--- src/rtl/bundle_add_arb_pkg.sv ---
// ---------------------------------------------------------------------------
// bundle_add_arb_pkg
// Shared types and helpers for the bundle_add_arbiter block:
//   state_e   - output register state (ST_IDLE empty, ST_FULL holding a result)
//   idw(n)    - index width for n requesters (clog2, minimum 1)
//   DEF_NREQ  - default requester count
//   DEF_WIDTH - default operand / sum width
// ---------------------------------------------------------------------------
package bundle_add_arb_pkg;

   typedef enum logic {
      ST_IDLE = 1'b0,
      ST_FULL = 1'b1
   } state_e;

   localparam int DEF_NREQ  = 4;
   localparam int DEF_WIDTH = 4;

   function automatic int idw(input int n);
      int w;
      w = (n > 1) ? $clog2(n) : 1;
      return w;
   endfunction

endpackage

--- src/rtl/bundle_add_rr_pick.sv ---
// ---------------------------------------------------------------------------
// bundle_add_rr_pick
// Combinational round-robin picker. Searches req starting at ptr, then
// ptr+1, ... wrapping NREQ-1 -> 0, and reports the first set bit.
// Ports:
//   req       in  NREQ  request vector
//   ptr       in  IDW   highest-priority index this cycle (must be < NREQ)
//   grant     out NREQ  one-hot grant (all zero when nothing requests)
//   idx       out IDW   index of the granted requester (0 when none)
//   any_valid out 1     at least one request present
// ---------------------------------------------------------------------------
module bundle_add_rr_pick
   import bundle_add_arb_pkg::*;
#(
   parameter  int NREQ = DEF_NREQ,
   localparam int IDW  = idw(NREQ)
) (
   input  logic [NREQ-1:0] req,
   input  logic [IDW-1:0]  ptr,
   output logic [NREQ-1:0] grant,
   output logic [IDW-1:0]  idx,
   output logic            any_valid
);

   logic [IDW:0]   cand_s;
   logic [IDW-1:0] cand;

   always_comb begin
      grant     = '0;
      idx       = '0;
      any_valid = 1'b0;
      cand_s    = '0;
      cand      = '0;
      for (int k = 0; k < NREQ; k++) begin
         // One extra bit so ptr+k cannot overflow before the explicit wrap,
         // which also handles NREQ that is not a power of two.
         cand_s = {1'b0, ptr} + (IDW+1)'(k);
         if (cand_s >= (IDW+1)'(NREQ)) begin
            cand_s = cand_s - (IDW+1)'(NREQ);
         end
         cand = cand_s[IDW-1:0];
         if (!any_valid && req[cand]) begin
            grant[cand] = 1'b1;
            idx         = cand;
            any_valid   = 1'b1;
         end
      end
   end

endmodule

--- src/rtl/bundle_add_arbiter.sv ---
// ---------------------------------------------------------------------------
// bundle_add_arbiter
// Shares one registered WIDTH-bit adder between NREQ requesters. Requesters
// are granted round-robin; the sum (and requester id) is returned one cycle
// after acceptance on a single valid/ready response port. A held result may
// drain and a new one be accepted in the same cycle, giving one result per
// cycle under continuous demand.
//
// Optional feature: define BUNDLE_ADD_ARB_CARRY_EN to add resp_carry, the
// registered carry-out of in1+in2.
//
// Ports:
//   clock      in  1           rising-edge clock
//   reset      in  1           asynchronous active-high reset
//   req_valid  in  NREQ        requester i presents operands
//   req_ready  out NREQ        requester i accepted this cycle (one-hot or 0)
//   req_in1    in  NREQ*WIDTH  operand 1, requester i at [i*WIDTH +: WIDTH]
//   req_in2    in  NREQ*WIDTH  operand 2, same packing
//   resp_valid out 1           output register holds a result
//   resp_ready in  1           consumer takes the result
//   resp_sum   out WIDTH       (in1+in2) mod 2^WIDTH
//   resp_id    out IDW         requester that produced resp_sum
//   resp_carry out 1           carry-out (BUNDLE_ADD_ARB_CARRY_EN only)
// ---------------------------------------------------------------------------
module bundle_add_arbiter
   import bundle_add_arb_pkg::*;
#(
   parameter  int NREQ  = DEF_NREQ,
   parameter  int WIDTH = DEF_WIDTH,
   localparam int IDW   = idw(NREQ)
) (
   input  logic                  clock,
   input  logic                  reset,
   input  logic [NREQ-1:0]       req_valid,
   output logic [NREQ-1:0]       req_ready,
   input  logic [NREQ*WIDTH-1:0] req_in1,
   input  logic [NREQ*WIDTH-1:0] req_in2,
   output logic                  resp_valid,
   input  logic                  resp_ready,
`ifdef BUNDLE_ADD_ARB_CARRY_EN
   output logic                  resp_carry,
`endif
   output logic [WIDTH-1:0]      resp_sum,
   output logic [IDW-1:0]        resp_id
);

   state_e           state_q, state_d;
   logic [IDW-1:0]   ptr_q, ptr_d;
   logic [WIDTH-1:0] sum_q, sum_d;
   logic [IDW-1:0]   id_q, id_d;
`ifdef BUNDLE_ADD_ARB_CARRY_EN
   logic             carry_q, carry_d;
`endif

   logic [NREQ-1:0]  pick_grant;
   logic [IDW-1:0]   pick_idx;
   logic             pick_any;
   logic             can_accept;
   logic             accept;

   logic [WIDTH-1:0] in1_arr [NREQ];
   logic [WIDTH-1:0] in2_arr [NREQ];
   logic [WIDTH-1:0] op1, op2;

   generate
      for (genvar i = 0; i < NREQ; i++) begin : g_unpack
         assign in1_arr[i] = req_in1[i*WIDTH +: WIDTH];
         assign in2_arr[i] = req_in2[i*WIDTH +: WIDTH];
      end
   endgenerate

   bundle_add_rr_pick #(
      .NREQ (NREQ)
   ) u_pick (
      .req       (req_valid),
      .ptr       (ptr_q),
      .grant     (pick_grant),
      .idx       (pick_idx),
      .any_valid (pick_any)
   );

   // Gating with reset keeps req_ready low while reset is held, so no
   // requester believes a handshake completed that the flops will discard.
   assign can_accept = !reset && ((state_q == ST_IDLE) || resp_ready);
   assign accept     = pick_any && can_accept;
   assign req_ready  = can_accept ? pick_grant : '0;

   assign op1 = in1_arr[pick_idx];
   assign op2 = in2_arr[pick_idx];

   always_comb begin
      state_d = state_q;
      ptr_d   = ptr_q;
      sum_d   = sum_q;
      id_d    = id_q;
`ifdef BUNDLE_ADD_ARB_CARRY_EN
      carry_d = carry_q;
`endif
      if (accept) begin
`ifdef BUNDLE_ADD_ARB_CARRY_EN
         {carry_d, sum_d} = {1'b0, op1} + {1'b0, op2};
`else
         sum_d = op1 + op2;
`endif
         id_d    = pick_idx;
         state_d = ST_FULL;
         ptr_d   = (pick_idx == IDW'(NREQ-1)) ? '0 : pick_idx + 1'b1;
      end else if ((state_q == ST_FULL) && resp_ready) begin
         // Drained with nothing to refill: data registers keep old values.
         state_d = ST_IDLE;
      end
   end

   always_ff @(posedge clock or posedge reset) begin
      if (reset) begin
         state_q <= ST_IDLE;
         ptr_q   <= '0;
         sum_q   <= '0;
         id_q    <= '0;
`ifdef BUNDLE_ADD_ARB_CARRY_EN
         carry_q <= 1'b0;
`endif
      end else begin
         state_q <= state_d;
         ptr_q   <= ptr_d;
         sum_q   <= sum_d;
         id_q    <= id_d;
`ifdef BUNDLE_ADD_ARB_CARRY_EN
         carry_q <= carry_d;
`endif
      end
   end

   assign resp_valid = (state_q == ST_FULL);
   assign resp_sum   = sum_q;
   assign resp_id    = id_q;
`ifdef BUNDLE_ADD_ARB_CARRY_EN
   assign resp_carry = carry_q;
`endif

endmodule

--- config.mk ---
export PLATFORM = sky130hd
export DESIGN_NAME = bundle_add_arbiter
export DESIGN_NICKNAME = d
export VERILOG_FILES = /design/src/rtl/bundle_add_arb_pkg.sv /design/src/rtl/bundle_add_rr_pick.sv /design/src/rtl/bundle_add_arbiter.sv
export SDC_FILE = /design/constraint.sdc
export NUM_CORES = 1
export LEC_CHECK = 0
export ABC_AREA = 1
export CELL_PAD_IN_SITES_DETAIL_PLACEMENT = 1
export CELL_PAD_IN_SITES_GLOBAL_PLACEMENT = 1
export CORE_MARGIN = 5
export CORE_UTILIZATION = 27
export CTS_CLUSTER_SIZE = 16
export DETAILED_ROUTE_END_ITERATION = 16
export GPL_TIMING_DRIVEN = 0
export PLACE_DENSITY_LB_ADDON = 0.1
export SYNTH_ARGS = -nofsm -noshare
export SYNTH_HDL_FRONTEND = slang
export SYNTH_SLANG_ARGS = --single-unit
--- constraint.sdc ---
create_clock -name clock -period 2.75 [get_ports clock]
set_input_delay 0.275 -clock clock [delete_from_list [all_inputs] [get_ports clock]]
set_output_delay 0.275 -clock clock [all_outputs]
set_load 0.05 [all_outputs]
==> results of run 1 <==
-- layer usage --
| metal | global-route usage | up-vias | part of all wire |
|---|---|---|---|
| li1 | - | 814 | - |
| met1 | 0.191 | 722 | 0.45 |
| met2 | 0.238 | 33 | 0.50 |
| met3 | 0.0222 | 2 | 0.048 |
| met4 | 0.0203 | 0 | 0.0033 |
| met5 | 0 | - | 0 |
-- kinds of logic after synthesis --
| logic type | after synthesis |
|---|---|
| xor gates and xnor gates | 1 |
| adders and majority gates | 11 |
| DFF | 9 |
| AOI/OAI and AO/OA | 36 |
| and+or+nand+nor | 107 |
| buffers and inverters | 40 |
-- sequential cells by signal, summed over array words and instances, names as in the netlist --
| register | cells |
|---|---|
| ptr_q | 2 |
| resp_sum | 4 |
| resp_id | 2 |
| resp_valid | 1 |
-- what timing repair did --
item	CTS	global route
cloned	0	0
endpoints found under the setup margin	8	7
gates resized for setup	38	23
pin swaps	18	16
buffers inserted	17	6
-- through the flow --
step	TNS [ns]	cell area, um2	hold WS (ns)	worst slack, ns
2_1_floorplan	-0.343	1380	0.103	-0.157
3_3_place_gp	-2.59	1950	0.469	-0.798
3_5_place_dp	-2.69	1950	0.475	-0.821
4_1_cts	-0.584	2250	0.358	-0.244
5_1_grt	-0.917	2310	0.411	-0.376
6_report	-0.362	2310	0.344	-0.217
-- critical path, delay by kind of cell, from the launching register on --
| kind | cells | cell delay [ns] |
|---|---|---|
| buf+inv | 5 | 0.44 |
| flops | 1 | 0.47 |
| compound gates | 4 | 0.60 |
| simple gates | 9 | 0.70 |
| fa+ha+maj | 2 | 0.64 |
-- final cells by class --
type / instances / area (um2)
fillers: 626 / 2470
well taps: 67 / 83.8
repair buffers: 72 / 656
multi-input cells: 155 / 1100
flip-flops and latches: 9 / 228
inverters: 35 / 161
plain buffers: 4 / 42.5
clock buffers: 4 / 45.0
-- worst max path at each step --
stage	startpoint	to	slack (ns)	cells after the start
final	ptr_q[0]	resp_sum[3]	-0.22	20
after global routing	ptr_q[0]	resp_sum[3]	-0.38	22
after CTS	ptr_q[0]	resp_sum[3]	-0.24	23
after detailed placement	ptr_q[1]	resp_sum[3]	-0.82	21
after global placement	ptr_q[1]	resp_sum[3]	-0.80	21
after floorplan	ptr_q[0]	resp_sum[3]	-0.16	23
-- synth_stat cells (all sizes together) --
cell type and count:
fa 1, nand2 56, inv 35, dfrtp 9, or2 5, o22ai 8
a31oi 1, ha 10, nor2 20, a21oi 6, nand4 2, buf 5
xor2 1, a32oi 2, o221ai 1, o21ai 16, nand3 24, a21boi 1
o21a 1
==> reports/results.tsv, run 1 <==
stage	metric	value	unit
synthesis	synth_mux_area_frac	0	
timing	finalCritPeriodShare	1.08	
min_path	min_path_type	input port to asynchronous set/reset pin	
setup_path	slowest_delay	0.47	ns
routing	ant_nets	0	
setup_path	timing.rr.end	resp_sum[3]	
placed_design	io_buffer_count	49	
synthesis	synthAdderAreaFrac	0.107	
setup_path	crit_arrival	3.08	ns
clocking	cts-buffers-inserted	3	
routing	viasPerCell	4.54	
flow_run	cap_violations	0	
clocking	cts_max_level	1	
timing	fin_crit	2.97	ns
timing	setup_viol	3	
setup_path	timing.rr.start	ptr_q[0]	
timing	tightest_slew	0.510	ns
synthesis	synth_top_cell_by_area	dfrtp_1	
finish	fin_nets	330	
synthesis	synth_top_family_by_area	simple AND/OR/NAND/NOR gates	
timing	rsz0062_at_grt	true	
finish	most-common-layout-cells	clkdlybuf4s50_1 (45), nand2_1 (39), inv_1 (25), buf_4 (22), nor2_1 (18)	
synthesis	ys_top_cells_by_area	dfrtp_1 (17%), nand2_1 (13%), ha_1 (9.3%), inv_1 (8.1%), nand3_1 (6.7%)	
routing	drc	0	
die	dieArea	0.00652	mm2
routing	totalWireLength	4.51	mm
setup_path	crit_type	flip-flop to flip-flop	
clocking	clk_pin_slew_worst_paths	0.04	ns
finish	final_util	0.483	
setup_path	crit_fanout	10	
timing	max_clock_freq	337	MHz
clocking	cts_max_path_buffers	2	
die	die-width	80.7	um
synthesis	ys_seq_area_frac	0.167	
synthesis	avgSynthCellArea	6.62	um2
global_route	antenna_found_initial	0	
clocking	tritoncts	built	
global_route	grt_pass1_wl	7.29	mm
run_status	outcome	finished, violations left	
clocking	root_buffer	clkbuf_8	
die	rows	25	
die	die_h	80.7	um
setup_path	start_kind	flip-flop	
timing	finalWorstSetupSlack	-0.217	ns
synthesis	synth_xor_xnor_area_share	0.00648	
setup_path	r2r_cells	20	
placed_design	gp_congestion	0.730	
timing	hold_viol_final	0	
routing	wl_per_cell	13.0	um
clocking	clk_latency	0.22	ns
placed_design	place_inst	320	
setup_path	endpoint_kind	flip-flop	
clocking	cts.sinks	9	
timing	clock_skew	0.00131	ns
run_status	violations	negative setup slack	
setup_path	slowest_stage	dfrtp_2	
synthesis	synth_top_cell_area_share	0.167	
finish	final_cells	346	
setup_path	worstPathCellList	inv_12 > ha_4 > inv_4 > nand3_4 > nand2_8 > a21oi_4 > nand2_4 > nand2_8 > inv_6 > buf_6 > o21ai_1 > o22ai_1 > ha_1 > buf_4 > a31oi_4 > nand3_2 > nand2_2 > nand2_2 > nand3_2 > nand2_1	
clocking	cts_hold_buffers	0	
die	core	0.00479	mm2
routing	drt_iter0_markers	35	
placed_design	dp_hpwl	3.46	mm
global_route	grt_overflow	0	
synthesis	ys_warn_count	0	
synthesis	syn_area	0.00135	mm2
timing	maxSlewHeadroom	0.659	
finish	syn2layout_area_growth	71.1	%
global_route	grt_max_degree	11	
setup_path	r2r_slack	-0.22	ns
synthesis	synth_compound_area_frac	0.168	
die	start_util	0.282	
finish	drive_above_1_share	0.308	
setup_path	required	2.86	ns
synthesis	synthCells	204	
global_route	grt_pass1_vias	1496	
synthesis	ys_types	32	
finish	final_common_cell	clkdlybuf4s50_1	
synthesis	synthSimpleGateAreaFrac	0.419	
die	ios	50	
routing	num_vias	1571	
synthesis	synth_fp_nets	254	
finish	antenna_cells	0	
timing	slew_violations	0	
synthesis	ys_ff_latch	9	
routing	first_pass_iters	4	
global_route	track_usage	0.140	
Power of run 1 is left out: the tool's default activity adds up to more than one toggle a clock period on the data nets, which glitch-free logic cannot reach.
==> run 2, diff against run 1 <==
--- a/config.mk
+++ b/config.mk
@@ -10,6 +10,8 @@
 export CELL_PAD_IN_SITES_GLOBAL_PLACEMENT = 1
 export CORE_MARGIN = 5
 export CORE_UTILIZATION = 27
+export CTS_BUF_LIST = sky130_fd_sc_hd__clkbuf_16
+export CTS_CLUSTER_DIAMETER = 80
 export CTS_CLUSTER_SIZE = 16
 export DETAILED_ROUTE_END_ITERATION = 16
 export GPL_TIMING_DRIVEN = 0
==> reports/results.tsv, run 2 (same netlist as run 1, synthesis figures left out) <==
stage	metric	value	unit	change
clocking	clk_latency	0.23	ns	about the same
clocking	tritoncts	built		
timing	maxSlewHeadroom	0.659		about the same
setup_path	timing.rr.start	ptr_q[0]		
placed_design	dp_hpwl	3.46	mm	unchanged
die	ios	50		unchanged
clocking	cts_max_level	1		unchanged
clocking	cts.sinks	9		unchanged
die	die_h	80.7	um	unchanged
setup_path	endpoint_kind	flip-flop		
clocking	cts_max_path_buffers	2		unchanged
timing	clock_skew	0.000597	ns	-0.000715 ns
setup_path	timing.rr.end	resp_sum[3]		
routing	ant_nets	0		unchanged
timing	max_clock_freq	336	MHz	-0.24%
min_path	min_path_type	input port to asynchronous set/reset pin		
routing	wl_per_cell	13.2	um	+1.7%
finish	antenna_cells	0		unchanged
finish	most-common-layout-cells	clkdlybuf4s50_1 (45), nand2_1 (39), inv_1 (27), buf_4 (24), nor2_1 (17)		
routing	first_pass_iters	4		unchanged
placed_design	gp_congestion	0.730		unchanged
finish	syn2layout_area_growth	78.1	%	
timing	tightest_slew	0.509	ns	-0.000231 ns
global_route	track_usage	0.141		+0.00116
finish	drive_above_1_share	0.311		+0.00271
global_route	grt_pass1_vias	1535		+2.6%
timing	rsz0062_at_grt	true		
setup_path	required	2.87	ns	about the same
die	rows	25		unchanged
timing	finalWorstSetupSlack	-0.224	ns	-0.00712 ns
setup_path	cp_common_cell	nand2_2		
routing	totalWireLength	4.63	mm	+2.8%
run_status	outcome	finished, violations left		
routing	drt_iter0_markers	41		+17%
die	dieArea	0.00652	mm2	unchanged
flow_run	cap_violations	0		unchanged
routing	num_vias	1579		+0.51%
routing	viasPerCell	4.51		-0.64%
setup_path	r2r_cells	21		+5.0%
finish	largest_register_ffs	4		unchanged
run_status	violations	negative setup slack		
clocking	root_buffer	clkbuf_16		
clocking	clk_pin_slew_worst_paths	0.04	ns	about the same
die	core	0.00479	mm2	unchanged
timing	slew_violations	0		unchanged
die	die-width	80.7	um	unchanged
timing	hold_viol_final	0		unchanged
setup_path	r2r_slack	-0.22	ns	about the same
setup_path	crit_arrival	3.10	ns	+0.02 ns
setup_path	start_kind	flip-flop		
global_route	antenna_found_initial	0		unchanged
global_route	grt_pass1_wl	7.36	mm	+0.95%
global_route	grt_overflow	0		unchanged
finish	final_common_cell	clkdlybuf4s50_1		
setup_path	worstPathCellList	inv_12 > ha_4 > inv_4 > nand3_4 > nand2_8 > a21oi_4 > nand2_4 > nand2_8 > inv_4 > or2_4 > a32oi_4 > inv_2 > ha_4 > nand2_2 > nand2_2 > a31oi_4 > nand3_2 > nand2_2 > nand2_2 > nand3_2 > nand2_1		
global_route	grt_max_degree	11		unchanged
setup_path	slowest_stage	dfrtp_2		
setup_path	crit_fanout	7		-3
clocking	cts-buffers-inserted	3		unchanged
setup_path	crit_type	flip-flop to flip-flop		
finish	fin_nets	334		+1.2%
die	start_util	0.282		unchanged
routing	drc	0		unchanged
timing	setup_viol	3		unchanged
timing	fin_tns_setup	-0.391	ns	-0.0287 ns
timing	finalCritPeriodShare	1.08		+0.00259
setup_path	slowest_delay	0.47	ns	about the same
timing	fin_crit	2.97	ns	+0.00712 ns
placed_design	io_buffer_count	49		unchanged
run 2: cell types whose count changed in the layout (fill, tap and decap cells not counted), sizes merged:
| cell | before | now |
|---|---|---|
| buf | 27 | 30 |
| clkbuf | 7 | 4 |
| clkdlybuf4s15 | 1 | 4 |
| inv | 35 | 36 |
run 2: cell type report:
| type | instances | area [um2] |
|---|---|---|
| Tap cell | 67 | 83.8 |
| Clock inverter | 1 | 3.75 |
| Multi-Input combinational cell | 155 | 1100 |
| Sequential cell | 9 | 228 |
| Timing Repair Buffer | 76 | 716 |
| Clock buffer | 3 | 75.1 |
| Buffer | 4 | 42.5 |
| Inverter | 35 | 156 |
| Fill cell | 614 | 2380 |
run 2: layer usage:
metal,GRT usage,share of wire
met3,0.0188,0.044
met5,0,0
met2,0.248,0.50
met4,0.0253,0.0041
met1,0.187,0.46
run 2: repair_timing:
item / CTS / global route
hold buffers: 0 / 0
gates resized for setup: 39 / 18
hold endpoints to repair: 0 / 0
setup buffers: 22 / 3
endpoints found under the setup margin: 8 / 7
pin swaps: 18 / 17
gates cloned: 0 / 2
run 2: stage by stage:
step | setup WS, ns | instances | util | instance area (um2) | hold slack, ns
6_report | -0.224 | 350 | 0.503 | 2410 | 0.337
3_5_place_dp | -0.821 | 320 | 0.408 | 1950 | 0.475
3_3_place_gp | -0.798 | 320 | 0.408 | 1950 | 0.469
5_1_grt | -0.399 | 350 | 0.503 | 2410 | 0.411
4_1_cts | -0.243 | 346 | 0.485 | 2320 | 0.357
2_1_floorplan | -0.157 | 204 | - | 1380 | 0.103
run 2: how the worst max path moves through the flow:
stage | cells after the start | start | end | slack [ns]
after floorplan | 23 | ptr_q[0] | resp_sum[3] | -0.16
after global routing | 21 | ptr_q[0] | resp_sum[3] | -0.40
final | 21 | ptr_q[0] | resp_sum[3] | -0.22
after CTS | 23 | ptr_q[0] | resp_sum[3] | -0.24
after global placement | 21 | ptr_q[1] | resp_sum[3] | -0.80
after detailed placement | 21 | ptr_q[1] | resp_sum[3] | -0.82
run 2: worst max-delay path: cells and delay by family (launching register included):
kind                       cells  cell delay [ns]
DFF                            1             0.47
adders and majority gates      2             0.46
and+or+nand+nor               12             1.04
buffers and inverters          4             0.22
AOI/OAI and AO/OA              3             0.64
Power of run 2 is left out for the same reason.
